File: config.mk
export PLATFORM = sky130hd
export DESIGN_NAME = gpi_event_ctrl
export DESIGN_NICKNAME = d
export VERILOG_FILES = /design/src/rtl/gpi_event_ctrl.sv
export SDC_FILE = /design/constraint.sdc
export NUM_CORES = 1
export LEC_CHECK = 0
export ABC_AREA = 1
export CORE_ASPECT_RATIO = 1.5
export CORE_UTILIZATION = 64
export DETAILED_ROUTE_END_ITERATION = 16
export DONT_BUFFER_PORTS = 1
export PLACE_DENSITY = 0.81
export SYNTH_ARGS = -nofsm -noshare
export SYNTH_HDL_FRONTEND = slang
export SYNTH_SLANG_ARGS = --single-unit
File: constraint.sdc
create_clock -name clk -period 3.6 [get_ports clk]
set_clock_uncertainty 0.05 [all_clocks]
set_input_delay 0.72 -clock clk [delete_from_list [all_inputs] [get_ports clk]]
set_output_delay 0.72 -clock clk [all_outputs]
set_load 0.02 [all_outputs]
File: src/rtl/gpi_event_ctrl.sv
// -----------------------------------------------------------------------------
// gpi_event_ctrl
//   MMIO slot core that conditions switch/button inputs into software events.
//   Each input bit is synchronised through two flops, debounced on a
//   programmable sample tick and edge-detected. Qualified edges set sticky
//   write-1-to-clear status bits, which drive a registered level interrupt.
//
// Ports
//   clk      system clock
//   reset    synchronous, active-high reset
//   cs       slot chip select
//   read     read strobe (reads have no side effects; rd_data is addr-decoded)
//   write    write strobe; a register write happens only when cs & write
//   addr     register index (0 LEVEL, 1 STATUS, 2 RISE, 3 FALL, 4 IE, 5 PERIOD)
//   wr_data  write data
//   rd_data  read data, zero-extended; unmapped addresses read 0
//   din      raw asynchronous inputs
//   irq      level interrupt, registered |(status & ie)
// -----------------------------------------------------------------------------
module gpi_event_ctrl #(
   parameter int W      = 16,
   parameter int PRD_W  = 20,
   parameter int STABLE = 3
) (
   input  logic          clk,
   input  logic          reset,
   input  logic          cs,
   input  logic          read,
   input  logic          write,
   input  logic [4:0]    addr,
   input  logic [31:0]   wr_data,
   output logic [31:0]   rd_data,
   input  logic [W-1:0]  din,
   output logic          irq
);

   localparam logic [4:0]       A_LEVEL  = 5'd0;
   localparam logic [4:0]       A_STATUS = 5'd1;
   localparam logic [4:0]       A_RISE   = 5'd2;
   localparam logic [4:0]       A_FALL   = 5'd3;
   localparam logic [4:0]       A_IE     = 5'd4;
   localparam logic [4:0]       A_PERIOD = 5'd5;
   localparam logic [PRD_W-1:0] PRD_ONE  = PRD_W'(1);
   localparam logic [1:0]       STABLE_C = 2'(STABLE);

   // Read strobe has no side effects; upper write-data bits beyond the
   // register widths are intentionally dropped.
   logic unused_bits;
   assign unused_bits = ^{read, wr_data};

   logic             wr_en;
   logic [W-1:0]     sync_p0, sync_p1;
   logic [W-1:0]     level, level_next;
   logic [1:0]       cnt      [W];
   logic [1:0]       cnt_next [W];
   logic [W-1:0]     status, status_next;
   logic [W-1:0]     rise_en, fall_en, ie;
   logic [W-1:0]     rise, fall, set_bits, clr_bits;
   logic [PRD_W-1:0] period, period_eff, pre_cnt;
   logic             tick;

   assign wr_en = cs & write;

   // ---- stage p0/p1: two-flop synchroniser on the raw inputs
   always_ff @(posedge clk) begin
      if (reset) begin
         sync_p0 <= '0;
         sync_p1 <= '0;
      end else begin
         sync_p0 <= din;
         sync_p1 <= sync_p0;
      end
   end

   // ---- sample tick: prescaler counts 0..period_eff-1, pulses at wrap
   // A PERIOD of 0 behaves like 1 so the tick never stalls.
   assign period_eff = (period == '0) ? PRD_ONE : period;
   assign tick       = (pre_cnt == period_eff - PRD_ONE);

   always_ff @(posedge clk) begin
      if (reset) begin
         pre_cnt <= '0;
      end else if (wr_en && addr == A_PERIOD) begin
         pre_cnt <= '0;
      end else if (tick) begin
         pre_cnt <= '0;
      end else begin
         pre_cnt <= pre_cnt + PRD_ONE;
      end
   end

   // ---- debounce: STABLE consecutive mismatching ticks accept the new level
   always_comb begin
      level_next = level;
      for (int i = 0; i < W; i++) begin
         cnt_next[i] = cnt[i];
         if (tick) begin
            if (sync_p1[i] != level[i]) begin
               if (cnt[i] + 2'd1 == STABLE_C) begin
                  level_next[i] = sync_p1[i];
                  cnt_next[i]   = 2'd0;
               end else begin
                  cnt_next[i]   = cnt[i] + 2'd1;
               end
            end else begin
               cnt_next[i] = 2'd0;
            end
         end
      end
   end

   // ---- edge qualification and sticky status
   // A set in the same cycle as a W1C of the same bit wins, so no edge is lost.
   assign rise        = level_next & ~level;
   assign fall        = ~level_next & level;
   assign set_bits    = (rise & rise_en) | (fall & fall_en);
   assign clr_bits    = (wr_en && addr == A_STATUS) ? wr_data[W-1:0] : '0;
   assign status_next = (status & ~clr_bits) | set_bits;

   always_ff @(posedge clk) begin
      if (reset) begin
         level  <= '0;
         status <= '0;
         for (int i = 0; i < W; i++) cnt[i] <= 2'd0;
      end else begin
         level  <= level_next;
         status <= status_next;
         for (int i = 0; i < W; i++) cnt[i] <= cnt_next[i];
      end
   end

   // ---- configuration registers
   always_ff @(posedge clk) begin
      if (reset) begin
         rise_en <= '0;
         fall_en <= '0;
         ie      <= '0;
         period  <= PRD_ONE;
      end else if (wr_en) begin
         case (addr)
            A_RISE:   rise_en <= wr_data[W-1:0];
            A_FALL:   fall_en <= wr_data[W-1:0];
            A_IE:     ie      <= wr_data[W-1:0];
            A_PERIOD: period  <= wr_data[PRD_W-1:0];
            default:  ;
         endcase
      end
   end

   // ---- interrupt: registered, follows status/ie one cycle later
   always_ff @(posedge clk) begin
      if (reset) begin
         irq <= 1'b0;
      end else begin
         irq <= |(status & ie);
      end
   end

   // ---- read decode (combinational, zero-extended)
   always_comb begin
      rd_data = '0;
      case (addr)
         A_LEVEL:  rd_data[W-1:0]     = level;
         A_STATUS: rd_data[W-1:0]     = status;
         A_RISE:   rd_data[W-1:0]     = rise_en;
         A_FALL:   rd_data[W-1:0]     = fall_en;
         A_IE:     rd_data[W-1:0]     = ie;
         A_PERIOD: rd_data[PRD_W-1:0] = period;
         default:  rd_data = '0;
      endcase
   end

endmodule

==> metrics.md <==
| Metric | Value |
|---|---|
| Post-synth EDFFs | 0 |
| Die area | approximately 15000 um^2 |
| Post-route ant nets | 0 |
| Die width | approximately 100 um |
| CTS tree | built |
| DR vias | roughly 8600 |
| DRC errors left | 0 |
| CP Data Arrival Time | 3.65 ns |
| Placer congestion estimate | between 0.9 and 1 |
| Clock period minus worst slack | 3.34 ns |
| Seq/Total Area, Yosys | 0.405 |
| Clock share of power | 0.413 |
| Number of max-cap violations | 0 |
| Cell Int Power | 3.41 mW |
| Initial Util | 0.654 |
| Synth Flop Type | dfxtp_1 |
| Largest net degree at the start of global routing | 68 |
| Longest Clk Path Bufs | 2 |
| Final WL | between 20 and 25 mm |
| Async SR Flop Fraction | 0 |
| Reg clk slew, reported paths | roughly 0.070 ns |
| Logic pwr share | 0.129 |
| N_diodes | 0 |
| Synthesized area | roughly 9000 um^2 |
| DP Worst Slack | roughly 0.12 ns |
| Clock Latency Late Sink | between 0.4 and 0.5 ns |
| LEAKAGE | approximately 4.3 nW |
| Root buffer cell | clkbuf_16 |
| Commonest non-fill, non-tap cell in the layout | nand2_1 |
| Worst Hold Launch | reset |
| F_max | roughly 300 MHz |
| Vias per std cell | 5.69 |
| Most frequent cells in the layout | nand2_1 (266), dfxtp_1 (184), inv_1 (154) |
| Synth area leaders | dfxtp_1 (40%), nand2_1 (11%), o21ai_0 (7.1%) |
| Die Span Y | 148 um |
| First-pass GRT wire length | approximately 38 mm |
| Crit. Startpoint | period[6] |
| Routed WL per cell | roughly 16 um |
| Syn Area/Cell | around 7.0 um^2 |
| Crit path capture type | flop |
| HPWL after DPL | between 15 and 20 mm |
| Leading area contributor after synthesis | dfxtp_1 |
| Placeable Area | ~14000 um^2 |
| Least-Margin Pin Slew | between 0.7 and 0.8 ns |
| Peak VDD IR | between 0.5 and 0.6 mV |
| FP Rows | 53 |
| Period utilisation layout | 0.927 |
| Setup TNS | 0 ns |
| CTS Buf Count | 17 |
| Switching pwr | about 1.3 mW |
| Status | complete, no violations |
| # setup viols final | 0 |
| Sw Share | 0.272 |
| GRT overflow | 0 |
| Critical R2R Launch | period[6] |
| CP required | approximately 3.9 ns |
| CTS sink cnt | ~190 |
| Final worst slack | 0.263 ns |
| Synthesized instance count | 1310 |
| Slew Viols, Final | 0 |
| Hold Crit Class | in -> reg |
| Final Hold Violating Endpoints | 0 |
| YS warnings | 0 |
| H-tree level count | 4 |
| Layout area overhead | 10.0% |
| Post-synthesis sequential element count | between 150 and 200 |
| Startpoint types | flop |
| Nets | around 1400 |
| Post-synth cell types | around 40 |
| Vias in the first global route | between 7000 and 8000 |
| I/O Buffers | 0 |
| Max-slew headroom | 0.528 |
| I/O Pins | between 90 and 100 |
| Gr usage total | 0.330 |
| RSZ-0062 raised after global routing | no |
| Share of layout cells above drive strength 1 | 0.0810 |
| Hold slack | 0.307 ns |
| Share of the synthesized area in the top cell type | 0.405 |
| Hold_buf cts | 0 |
| Initial antenna violation count | 0 |
| Crit path kind | reg -> reg |
| Critical path fanouts, max | 17 |
| Iteration-0 DRC Markers | a little under 700 |
| Pwr Total | about 4.7 mW |
| Cell area power density | approximately 460 nW/um^2 |
| Sequential Power Share | 0.458 |
| DRT Pass-1 Iters | 5 |
[what timing repair did]
| item | 4_1_cts | 5_1_grt |
|---|---|---|
| setup buffers | 0 | 4 |
| endpoints found under the setup margin | 0 | 82 |
| gates resized for setup | 0 | 13 |
[power by group through the flow]
stage | clock network, mW | logic [mW] | registers [mW]
4_1_cts | 1.95 | 0.563 | 2.14
6_report | 1.93 | 0.602 | 2.14
2_1_floorplan | 0 | 0.406 | 2.18
5_1_grt | 2.04 | 0.648 | 2.15
3_3_place_gp | 0 | 0.551 | 2.19
3_5_place_dp | 0 | 0.558 | 2.19
[cell families after synthesis]
family	Yosys count	share of synthesized area
AND/OR/NAND/NOR	575	0.283
AO/OA/AOI/OAI	282	0.168
buffers and inverters	224	0.101
flip-flops	185	0.405
XOR/XNOR	41	0.0392
adder cells (fa/ha/maj)	2	0.00273
other	1	0.000410
[flip-flops by register name, summed over array words and instances (netlist names)]
signal and flops:
cnt 32, period 20, pre_cnt 20, fall_en 16, ie 16, level 16, rise_en 16, status 16
sync_p0 16, sync_p1 16, irq 1
[worst max-delay path: stages, from the launching register on]
cell      delay [ns]
dfxtp_1         0.36
nor2_4          0.17
nand2_2         0.10
nor2_2          0.13
nand3_4         0.08
nand2_1         0.11
inv_1           0.09
ha_1            0.26
nand2_4         0.13
inv_1           0.06
nand3_1         0.08
nand2_1         0.06
nand2_1         0.12
nand2_1         0.06
nand3b_1        0.15
nor2_1          0.14
nand3b_1        0.15
nor2_4          0.19
nand2_4         0.13
clkinv_2        0.12
buf_12          0.16
nand2_1         0.08
nand2_1         0.07
nand3b_1        0.08
nand2_1         0.10
[final cells by class]
class / count / area, um^2
timing repair buffer: 34 / 305
sequential: 185 / 3700
clock inverter: 12 / 166
multi-input combinational: 912 / 4620
clock buffer: 19 / 433
fill: 1186 / 3920
inverter: 159 / 598
tap: 192 / 240
[cell usage after synthesis, drive strengths merged, types with 2 or more instances]
library cell / n
nand2: 281
dfxtp: 185
inv: 156
nor2: 145
o21ai: 131
a21oi: 114
nand4: 52
nand3: 44
clkbuf: 41
nand3b: 28
buf: 24
xnor2: 22
a221oi: 20
nor3: 19
xor2: 19
o211ai: 9
a22o: 4
clkinv: 3
nor3b: 3
ha: 2
or2: 2
[stage by stage]
| stage | area, um^2 | util | cells |
|---|---|---|---|
| after floorplan | 9200 | - | 1321 |
| after global placement | 9390 | 0.671 | 1478 |
| after detailed placement | 9390 | 0.671 | 1478 |
| after CTS | 9990 | 0.714 | 1509 |
| after global routing | 10100 | 0.720 | 1513 |
| final | 10100 | 0.720 | 1513 |
[path summary, 6_finish.rpt]
kind / endpoint / slack [ns] / depth (start not counted)
setup / recovery: status[14] / 0.26 / 24
hold / removal: cnt[0][4] / 0.31 / 1
setup reg to reg: status[14] / 0.26 / 24
hold reg to reg: sync_p1[2] / 0.35 / 2
[per-layer routing]
metal,routed length [um],up-vias,global-route usage,share of wire
li1,-,4271,-,-
met1,9570,3963,0.377,0.40
met2,12000,305,0.586,0.50
met3,1170,76,0.0475,0.049
met4,1140,0,0.185,0.048
met5,0,-,0,0
(Power assumes the default switching activity.)
